**config.mk**
```make
export PLATFORM = sky130hd
export DESIGN_NAME = dshot_rx
export DESIGN_NICKNAME = d
export VERILOG_FILES = /design/src/rtl/dshot_rx.sv
export SDC_FILE = /design/constraint.sdc
export NUM_CORES = 1
export LEC_CHECK = 0
export CAP_MARGIN = 10
export CORE_MARGIN = 2
export CORE_UTILIZATION = 40
export CTS_BUF_LIST = sky130_fd_sc_hd__clkbuf_2
export CTS_CLUSTER_SIZE = 24
export DETAILED_ROUTE_END_ITERATION = 10
export GPL_TIMING_DRIVEN = 0
export PLACE_DENSITY = 0.55
export SETUP_SLACK_MARGIN = 0.3
export SLEW_MARGIN = 20
export SYNTH_ARGS = -nofsm -noshare
export SYNTH_HDL_FRONTEND = slang
export SYNTH_SLANG_ARGS = --single-unit
export TNS_END_PERCENT = 10
```
**constraint.sdc**
```tcl
create_clock -name clk -period 8.78 [get_ports clk]
set_input_delay 1.317 -clock clk [delete_from_list [all_inputs] [get_ports clk]]
set_output_delay 1.317 -clock clk [all_outputs]
set_load 0.02 [all_outputs]
```
**src/rtl/dshot_rx.sv**
```systemverilog
// DShot receiver: oversamples the synchronized line, measures pulse widths,
// checks the 4-bit CRC and turns valid throttle words into an 8-bit speed.
module dshot_rx #(
    parameter int CLK_HZ     = 12000000,
    parameter int BIT_RATE   = 600000,
    parameter int TIMEOUT_MS = 100
) (
    input  logic        clk,
    input  logic        rst_n,
    input  logic        enable,
    input  logic        dshot_in,
    output logic [7:0]  targetSpeed,
    output logic [10:0] throttle_raw,
    output logic        telem_req,
    output logic        frame_valid,
    output logic        cmd_valid,
    output logic        frame_err,
    output logic        failsafe
);

    localparam int BIT_CYC     = CLK_HZ / BIT_RATE;
    localparam int HALF        = BIT_CYC / 2;
    localparam int QUART       = BIT_CYC / 4;
    localparam int GAP         = 2 * BIT_CYC;
    localparam int CNT_W       = $clog2(GAP + 2);
    localparam int LEN_W       = CNT_W + 1;
    localparam int TIMEOUT_CYC = CLK_HZ / 1000 * TIMEOUT_MS;
    localparam int TMR_W       = $clog2(TIMEOUT_CYC + 1);

    typedef enum logic [1:0] {IDLE, HIGH, LOW, CHECK} state_e;

    state_e             state, stateNext;
    logic               dshotSync_p0, dshotSync_p1, dshotPrev_p2;
    logic               rise, fall;
    logic [CNT_W-1:0]   cnt;
    logic [LEN_W-1:0]   hiLen;
    logic [4:0]         bitCnt;
    logic [15:0]        shiftReg;
    logic               armed;
    logic               abort, shiftEn;
    logic               crcOk, accept, crcBad, errStrobe, isZero, isCmd;
    logic [10:0]        newThrottle;
    logic [TMR_W-1:0]   timer;

    function automatic logic [3:0] dshotCrc(input logic [11:0] v);
        return v[3:0] ^ v[7:4] ^ v[11:8];
    endfunction

    // Maps 48..2047 onto 0..255; the product never exceeds 18 bits.
    function automatic logic [7:0] scaleSpeed(input logic [10:0] t);
        logic [18:0] p;
        p = ({8'd0, t} - 19'd48) * 19'd131;
        return 8'(p >> 10);
    endfunction

    // Stage p0/p1: metastability synchronizer, p2: edge-detect history
    always_ff @(posedge clk or negedge rst_n) begin
        if (!rst_n) begin
            dshotSync_p0 <= 1'b0;
            dshotSync_p1 <= 1'b0;
            dshotPrev_p2 <= 1'b0;
        end else begin
            dshotSync_p0 <= dshot_in;
            dshotSync_p1 <= dshotSync_p0;
            dshotPrev_p2 <= dshotSync_p1;
        end
    end

    assign rise  = dshotSync_p1 & ~dshotPrev_p2;
    assign fall  = ~dshotSync_p1 & dshotPrev_p2;
    assign hiLen = {1'b0, cnt} + LEN_W'(1);

    always_ff @(posedge clk or negedge rst_n) begin
        if (!rst_n) state <= IDLE;
        else        state <= stateNext;
    end

    always_comb begin
        stateNext = state;
        abort     = 1'b0;
        shiftEn   = 1'b0;
        if (enable) begin
            case (state)
                IDLE: if (rise && armed) stateNext = HIGH;
                HIGH: begin
                    if (fall) begin
                        if (hiLen < LEN_W'(QUART)) begin
                            abort = 1'b1;
                        end else begin
                            shiftEn   = 1'b1;
                            stateNext = (bitCnt == 5'd15) ? CHECK : LOW;
                        end
                    end else if (cnt >= CNT_W'(BIT_CYC - 1)) begin
                        abort = 1'b1;
                    end
                end
                LOW: begin
                    if (rise)                         stateNext = HIGH;
                    else if (cnt >= CNT_W'(GAP - 1)) abort     = 1'b1;
                end
                CHECK:   stateNext = IDLE;
                default: stateNext = IDLE;
            endcase
            if (abort) stateNext = IDLE;
        end else begin
            stateNext = IDLE;
        end
    end

    always_comb begin
        crcOk       = (shiftReg[3:0] == dshotCrc(shiftReg[15:4]));
        accept      = enable && (state == CHECK) && crcOk;
        crcBad      = enable && (state == CHECK) && !crcOk;
        newThrottle = shiftReg[15:5];
        isZero      = (newThrottle == 11'd0);
        isCmd       = !isZero && (newThrottle < 11'd48);
        errStrobe   = abort || crcBad;
    end

    // A frame may only start once the line has idled low for a full gap after
    // enable or reset, so a frame already in flight is never half-decoded.
    always_ff @(posedge clk or negedge rst_n) begin
        if (!rst_n) begin
            cnt      <= '0;
            bitCnt   <= '0;
            shiftReg <= '0;
            armed    <= 1'b0;
        end else if (!enable) begin
            cnt    <= '0;
            bitCnt <= '0;
            armed  <= 1'b0;
        end else begin
            if (state == IDLE && !dshotSync_p1 && cnt >= CNT_W'(GAP - 1))
                armed <= 1'b1;
            if (stateNext == IDLE && state != IDLE) begin
                cnt    <= '0;
                bitCnt <= '0;
            end else if (stateNext == HIGH && state != HIGH) begin
                cnt <= '0;
            end else if (shiftEn) begin
                shiftReg <= {shiftReg[14:0], hiLen > LEN_W'(HALF)};
                bitCnt   <= bitCnt + 5'd1;
                cnt      <= '0;
            end else if (state == IDLE && dshotSync_p1) begin
                cnt <= '0;
            end else if (cnt != CNT_W'(GAP)) begin
                cnt <= cnt + CNT_W'(1);
            end
        end
    end

    // Output stage: registered on the edge leaving CHECK; a valid frame beats a timeout.
    always_ff @(posedge clk or negedge rst_n) begin
        if (!rst_n) begin
            targetSpeed  <= '0;
            throttle_raw <= '0;
            telem_req    <= 1'b0;
            frame_valid  <= 1'b0;
            cmd_valid    <= 1'b0;
            frame_err    <= 1'b0;
            failsafe     <= 1'b1;
            timer        <= '0;
        end else begin
            frame_valid <= accept;
            cmd_valid   <= accept && isCmd;
            frame_err   <= errStrobe;
            if (accept) begin
                timer        <= '0;
                failsafe     <= 1'b0;
                throttle_raw <= newThrottle;
                telem_req    <= shiftReg[4];
                if (isZero)      targetSpeed <= '0;
                else if (!isCmd) targetSpeed <= scaleSpeed(newThrottle);
            end else if (timer != TMR_W'(TIMEOUT_CYC)) begin
                timer <= timer + TMR_W'(1);
            end else begin
                failsafe    <= 1'b1;
                targetSpeed <= '0;
            end
        end
    end

endmodule

```
After elaboration in Yosys (flattened, before gate mapping)
Cells that the tools add are included.

Register bits after elaboration: 78. Input bits: 4. Output and inout port bits: 24. Word-level logic and storage cells: 113.

Bitwise operators: 8. Multiplexer cells: 40. Order comparisons: 5. Add/sub/neg operators: 5. Eq/ne operators: 15. Reductions and logical operators: 23. Multipliers: 1.

Operators with widths (count): $mux W21 (2); $mux W6 (6); $mux W8 (4); $add A21 B1 Y21 const B (1); $ne A21 B21 Y1 const B (1); $mux W5 (4); $mul A12 B9 Y18 const B (1); $mux W1 (16); $mux W2 (6); $sub A11 B6 Y12 const B (1); $logic_and A1 B1 Y1 (11); $logic_not A11 Y1 (1); $lt A11 B6 Y1 const B (1); $pmux W2 S4 (1); $xor A4 B4 Y4 (2); $add A6 B1 Y7 const B (1); $gt A7 B4 Y1 const B (1); $lt A7 B3 Y1 const B (1); $add A6 B1 Y6 const B (1); $ge A6 B5 Y1 const B (1); $ge A6 B6 Y1 const B (1); $ne A3 B3 Y1 const B (2); $ne A6 B1 Y1 const B (1); $ne A6 B6 Y1 const B (1); 17 further kinds (29).

Depth between registers and ports, before layout
Gate-level depths: netlist of the first run.

Depth in word-level cells: 13. Gate-level depth with buffers: 18. Gate-level depth less buffers: 17.

Worst setup path after synthesis of the first run
OpenSTA, ideal clock, no wires.

Kind: register to register. Start point: register shiftReg[12]. End point: register targetSpeed[7]. Period minus slack after synthesis: 4913 ps. Cell stages (with the launch flop): 18. Data arrival time: 4792 ps. Library setup time: 121 ps. Buffers on the path: 1. Slack: 3867 ps. Required time: 8659 ps. Cells stage by stage: dfrtp_1 -> buf_4 -> or4_1 -> or2_2 -> a21oi_1 -> ha_1 -> ha_1 -> ha_1 -> inv_1 -> fa_1 -> inv_1 -> ha_1 -> and4_1 -> a221oi_1 -> o21ai_0 -> o31ai_1 -> xnor2_1 -> a22o_1.

Longest elaborated chain between the ends: 5. Elaborated cells between the ends (all ways): 15. Those cells by class: add/sub (1); mul (1); order compare (1); eq/ne (3); mux (3); bitwise (1); reduce/logical (5).

Ends and longest elaborated chain: start, declared (RTL line 38) `logic [15:0] shiftReg;`; start signal, assigned (RTL line 141) `shiftReg <= {shiftReg[14:0], hiLen > LEN_W'(HALF)};`; $sub A11 B6 Y12, or another cell as far along (RTL line 52) `p = ({8'd0, t} - 19'd48) * 19'd131;`; $mul A12 B9 Y18, or another cell as far along (RTL line 52); $mux W8, or another cell as far along (RTL line 173) `else if (!isCmd) targetSpeed <= scaleSpeed(newThrottle);`; $mux W8, or another cell as far along (RTL line 172) `if (isZero) targetSpeed <= '0;`; $mux W8 / $reduce_and A2 Y1 (equally long branches); end signal, assigned (RTL line 173); end, declared (RTL line 12) `output logic [7:0] targetSpeed,`.

Several ways; a longest one is shown, not always the timed one. The select of a mux whose other input is x is not followed. A chain may end at the register's enable or synchronous reset.

Final worst setup path of the first run
Start point: register shiftReg[13]. End point: register targetSpeed[7].

Same word-level chain as after synthesis.

==> results of run 1 <==
[layout by cell type, fill, tap and decap left out, types with 8 or more instances in the layout]
master and count:
nor2_1 38, inv_1 40, o21ai_0 8, clkbuf_2 10
nand3_1 10, nor3_1 10, mux2_2 18, ha_1 64
dfrtp_1 77, clkdlybuf4s50_1 26, nand2_1 25, xor2_1 27
xnor2_1 24, a22o_1 8, nand4_1 8, a21oi_1 20
[cell type report]
cell class | count | area [sq um] | area share [%]
multi-input cells | 354 | 2940 | 50.3
flip-flops and latches | 78 | 1950 | 33.5
repair buffers | 28 | 288 | 4.93
well taps | 172 | 215 | 3.69
inverters | 40 | 150 | 2.57
clock inverters | 7 | 123 | 2.10
plain buffers | 16 | 123 | 2.10
clock buffers | 9 | 45.0 | 0.772
[state kept, by name, indices dropped and copies added, names as in the netlist, 2 cells and up]
signal        flops
timer            21
shiftReg         16
throttle_raw     11
targetSpeed       8
cnt               6
bitCnt            5
state             2
[through the flow]
step | cell area, sq um | instances | hold slack, ns
floorplan | 5160 | 488 | 0.331
detailed placement | 5660 | 688 | 0.339
global route | 5830 | 704 | 0.395
CTS | 5830 | 704 | 0.391
global placement | 5650 | 687 | 0.332
finish | 5830 | 704 | 0.384
[Yosys cell counts (all sizes together), types with 3 or more instances]
library cell / number / area (sq um)
a21oi: 21 / 116
dfrtp: 77 / 1930
xor2: 27 / 236
a211oi: 3 / 27.5
nand4: 8 / 50.1
a22o: 8 / 70.1
and3: 7 / 43.8
o21a: 3 / 22.5
mux2i: 6 / 63.8
nand2: 26 / 100
ha: 64 / 801
buf: 11 / 92.6
inv: 40 / 150
nand2b: 6 / 37.5
or3: 5 / 32.5
nor3: 10 / 50.1
mux2: 24 / 293
nor2: 38 / 143
a31oi: 3 / 18.8
o21ai: 9 / 45.0
clkbuf: 5 / 30.0
fa: 5 / 100
xnor2: 24 / 210
nor2b: 3 / 26.3
and2: 4 / 27.5
nand3: 10 / 50.1
o22ai: 4 / 37.5
or2: 3 / 18.8
[power by group through the flow]
stage               registers [W]   logic (W)  clock network [W]
floorplan                0.000368  0.00000722                  0
global placement         0.000369   0.0000178                  0
detailed placement       0.000369   0.0000190                  0
CTS                      0.000363   0.0000190           0.000271
global route             0.000363   0.0000213           0.000281
finish                   0.000362   0.0000182           0.000260
[final timing paths]
path,slack [ns],to,cells after the start
worst max-delay path,3.44,targetSpeed[7],17
worst min-delay path,0.38,dshotSync_p1,0
worst max register to register,3.44,targetSpeed[7],17
worst min register to register,0.38,dshotSync_p1,0
max in group asynchronous,7.47,shiftReg[14],2
min in group asynchronous,0.72,timer[19],1
[routing by layer]
| layer | share of wire, % | track usage [%] | vias to the layer above |
|---|---|---|---|
| met1 | 52 | 21.3 | 1686 |
| met5 | 0 | 0 | - |
| li1 | - | - | 1777 |
| met3 | 2.9 | 3.68 | 13 |
| met4 | 1.3 | 4.37 | 0 |
| met2 | 43 | 23.0 | 43 |
[kinds of logic after synthesis]
kind of cell | count (synthesis) | synth area share, %
xor+xnor | 51 | 8.65
buf+inv | 56 | 5.28
simple gates | 131 | 13.0
flops | 78 | 37.8
compound gates | 73 | 10.9
mux | 30 | 6.91
fa+ha+maj | 69 | 17.5
[critical path, stage by stage, from the launching register on]
cell and delay, ns:
dfrtp_1 0.41, clkbuf_2 0.17, or4_1 0.53, or2_2 0.31, a21oi_1 0.37, ha_1 0.33
ha_1 0.30, ha_1 0.27, inv_1 0.05, fa_1 0.53, inv_1 0.04, ha_1 0.32
and4_1 0.19, a221oi_1 0.49, o21ai_0 0.27, o31ai_1 0.30, xnor2_1 0.11, a22o_1 0.23
==> results.yml, run 1 <==
timing:
  setup_ws_ns: 3.44
  setup_viol: 0
  clock_skew_ns: 0.0301
  tightestPinTransition_ns: 0.820
  min_period_ns: 5.34
  rsz0062_at_grt: "no"
  fin_tns_setup_ns: 0
  worst_slew_margin_rel_pct: 43.9
  drv_slew: 0
  finalHoldViolCount: 0
  clock.fmax_mhz: 187
  fin_crit_sh_pct: 60.8
global_routing:
  grt_max_degree: 43
  grt_pass1_wl_microns: 17100
  gr-usage-all-layers_pct: 15.1
  grt_pass1_vias: 3545
  grt.overflow.total: 0
  antenna_found_initial: 0
cts:
  cts.sinks: 78
  clk_latency_ns: 0.56
  cts_resized: 0
  cts_tree: "done"
  numCtsBuffers: 9
  htree_num_levels: 3
  cts-hold-fix-buffers: 0
  clockRootBuffer: "clkbuf_2"
  clk_pin_slew_ns: 0.24
  clock_path_buffers: 2
  post-cts-setup-buffers: 0
pwr:
  powerDensity_nw_per_um2: 110
  swShare_pct: 23.5
  leakage_nw: 2.90
  vdd_drop_max_mv: 0.116
  internal_power_w: 0.000490
  p_comb_share_pct: 2.8
  pwr-share-seq_pct: 56.6
  clockPowerShare_pct: 40.5
  p_sw_w: 0.000151
  totalPowerFinal_w: 0.000640
finish:
  syn2layout_area_growth_pct: 13.0
  drive_above_1_share_pct: 14.5
  final_nets: 600
  num_antenna_cells: 0
  nFillCells: 1238
  utilization_pct: 46.2
setup_path:
  cp.arrival_ns: 5.80
  worstSetupPathType: "reg2reg"
  worstPathRequired_ns: 9.24
  worstSetupEndpointType: "flop"
  reg2reg_from: "shiftReg[13]"
  start_kind: "flop"
  crit_fanout: 7
  startpoint: "shiftReg[13]"
place:
  gp_congestion: 0.813
  dp_slack_ns: 3.46
  dp.final_hpwl_microns: 7380
  io_buffer_count: 27
die:
  start_util_pct: 40.9
  die-width_microns: 118
  dieArea_sq_um: 13800
  core_area_sq_um: 12600
  num_io_pins: 28
  die_h_microns: 118
  fp-row-count: 41
detailed_routing:
  vias: 3519
  drtIter0Drc: 190
  drt-wirelength-per-cell_microns: 14.0
  routed_wl_microns: 9870
  drtPass1Iterations: 4
  postRouteAntennaNets: 0
  drc: 0
  vias_per_cell: 5.00
hold_path:
  hold_path.class: "reg2reg"
  hp-start: "dshotSync_p0"
synth:
  ys.warnings.count: 0
  yosysUniqueCellTypes: 72
  async_reset_ff_share_pct: 100
  synth_edf_count: 0
  syn_inst: 488
  syn_avg_cell_area_sq_um: 10.6
  synth_area_sq_um: 5160
  seq_area_frac_synth_pct: 37.8
  syn_nets: 561
  ys_ff_latch: 78
  synthFlopType: "dfrtp_1"
status:
  outcome: "finished clean"
job:
  maxCapViolations: 0
No activity file was read; power rests on OpenSTA's default activity.
==> inputs of run 2 (changes only) <==
- clock period: 8.78 -> 4.92 ns (I/O delays scaled with it)
==> run 2 against run 1 <==
Combinational power is 84% higher. Register-to-register slack worse by 3.0 ns. Critical endpoint unchanged. Sequential power up 79%.
==> results.yml, run 2 (synthesis gave the netlist of run 1 again) <==
status:
  outcome: "finished clean"
detailed_routing:
  drtPass1Iterations: 4
  drt-wirelength-per-cell_microns: 14.4
  drtIter0Drc: 190
  vias_per_cell: 5.04
  drc: 0
  vias: 3623
  routed_wl_microns: 10300
  postRouteAntennaNets: 0
timing:
  tightestPinTransition_ns: 0.766
  rsz0062_at_grt: "no"
  fin_tns_setup_ns: 0
  finalHoldWorstSlack_ns: 0.134
  worst_slew_margin_rel_pct: 48.8
  finalHoldViolCount: 0
  setup_viol: 0
  fin_crit_sh_pct: 90.3
  min_period_ns: 4.44
  clock.fmax_mhz: 225
  drv_slew: 0
  clock_skew_ns: 0.0416
setup_path:
  start_kind: "flop"
  cp.arrival_ns: 4.88
  cp_slowest_cell: "or4_4"
  worstSetupEndpointType: "flop"
  cpMostUsedCell: "ha_1"
  worstPathRequired_ns: 5.36
  path_cells: "buf_6 -> or4_4 -> nor2_4 -> xor2_2 -> ha_1 -> ha_1 -> ha_1 -> inv_1 -> fa_1 -> inv_1 -> ha_4 -> a21oi_2 -> nand2_2 -> a221oi_4 -> o21ai_2 -> o31ai_2 -> xnor2_1 -> a22o_1"
  cpPeakStageDelay_ns: 0.55
  path_buf_inv: 3
  crit_fanout: 6
  crit_family: "adder cells"
  worstSetupPathType: "reg2reg"
die:
  core_area_sq_um: 12600
  num_io_pins: 28
  die_h_microns: 118
  fp-row-count: 41
  die-width_microns: 118
  dieArea_sq_um: 13800
  start_util_pct: 40.9
finish:
  syn2layout_area_growth_pct: 18.0
  num_antenna_cells: 0
  largest_register: "timer"
  layout_common_cells: "76 x dfrtp_1, 61 x ha_1, 39 x inv_1"
  nFillCells: 1194
  final_nets: 615
  layout_commonest_cell: "dfrtp_1"
  drive_above_1_share_pct: 19.9
  final_area_sq_um: 6090
  largest_reg_flops: 21
  top_regs: "timer (21), shiftReg (16), throttle_raw (11)"
cts:
  clk_pin_slew_ns: 0.25
  clk_latency_ns: 0.54
  clockRootBuffer: "clkbuf_2"
  cts.sinks: 78
  cts_tree: "done"
  clock_path_buffers: 2
  htree_num_levels: 3
  numCtsBuffers: 9
place:
  postPlaceCellArea_sq_um: 5690
  gp_congestion: 0.839
  io_buffer_count: 27
  dp.final_hpwl_microns: 7570
hold_path:
  hold_path.class: "in2async"
pwr:
  vdd_drop_max_mv: 0.151
  clockPowerShare_pct: 40.3
  totalPowerFinal_w: 0.00114
  powerDensity_nw_per_um2: 187
  internal_power_w: 0.000875
  leakage_nw: 2.97
  pwr-share-seq_pct: 56.8
  swShare_pct: 23.2
  p_comb_share_pct: 2.9
  p_sw_w: 0.000265
global_routing:
  grt_max_degree: 44
  gr-usage-all-layers_pct: 15.5
  grt.overflow.total: 0
  grt_pass1_vias: 3634
  grt_pass1_wl_microns: 17500
  antenna_found_initial: 0
job:
  maxCapViolations: 0
[run 2: cell types whose count changed in the layout (fill, tap and decap cells not counted), moves of 2 or more]
| cell | previous run | this run |
|---|---|---|
| a21oi_1 | 20 | 18 |
| buf_4 | 3 | 17 |
| buf_6 | 3 | 5 |
| ha_1 | 64 | 61 |
| ha_4 | 0 | 3 |
[run 2: metal layers]
layer | wire length, microns | part of all wire (%) | track usage, %
met1 | 5270 | 51 | 21.1
met2 | 4700 | 45 | 24.9
met3 | 286 | 2.8 | 3.88
met4 | 76 | 0.74 | 3.61
met5 | 0 | 0 | 0
[run 2: timing repair]
action / CTS / global route
resized for setup: 13 / 12
setup endpoints to repair: 5 / 5
hold buffers: 0 / 0
pin swaps: 3 / 12
setup buffers: 2 / 13
[run 2: layout make-up]
cell class / instances / area [sq um] / share of cell area (%)
multi-input cells: 354 / 3060 / 50.2
inverters: 40 / 150 / 2.47
well taps: 172 / 215 / 3.53
clock inverters: 7 / 123 / 2.01
flip-flops and latches: 78 / 1950 / 32.1
clock buffers: 9 / 45.0 / 0.740
plain buffers: 16 / 134 / 2.20
repair buffers: 43 / 408 / 6.70
[run 2: power by group through the flow]
stage	logic [W]	clock network, W	registers (W)
6_report	0.0000335	0.000459	0.000647
5_1_grt	0.0000395	0.000506	0.000648
4_1_cts	0.0000348	0.000481	0.000647
3_5_place_dp	0.0000347	0	0.000658
3_3_place_gp	0.0000315	0	0.000658
2_1_floorplan	0.0000129	0	0.000657
[run 2: final timing paths]
path	start	endpoint	slack [ns]	cells past startpoint
max in group asynchronous	rst_n	throttle_raw[9]	4.20	2
max reg2reg	shiftReg[11]	targetSpeed[7]	0.48	18
min in group clk	dshotSync_p0	dshotSync_p1	0.38	0
max	shiftReg[11]	targetSpeed[7]	0.48	18
min reg2reg	dshotSync_p0	dshotSync_p1	0.38	0
min	rst_n	targetSpeed[1]	0.13	1
[run 2: metrics by stage]
stage               utilization (%)  setup WS (ns)  cells
finish                         48.2          0.477    719
global route                   48.2          0.287    719
CTS                            47.3          0.308    706
detailed placement             45.1        -0.0549    688
global placement               44.9       -0.00387    687
floorplan                         -          0.310    488
[run 2: worst reg2reg max path, cell delays in order, from the launching register on]
cell and delay, ns:
dfrtp_1 0.43, buf_6 0.13, or4_4 0.55, nor2_4 0.12
xor2_2 0.17, ha_1 0.25, ha_1 0.30, ha_1 0.28
inv_1 0.05, fa_1 0.53, inv_1 0.06, ha_4 0.26
a21oi_2 0.15, nand2_2 0.09, a221oi_4 0.31, o21ai_2 0.11
o31ai_2 0.25, xnor2_1 0.09, a22o_1 0.22
==> inputs of run 3 (changes only) <==
- CTS_CLUSTER_SIZE: 24 -> 14
==> results of run 3 <==
The final DEF is identical to that of run 2; final timing and power are the same.
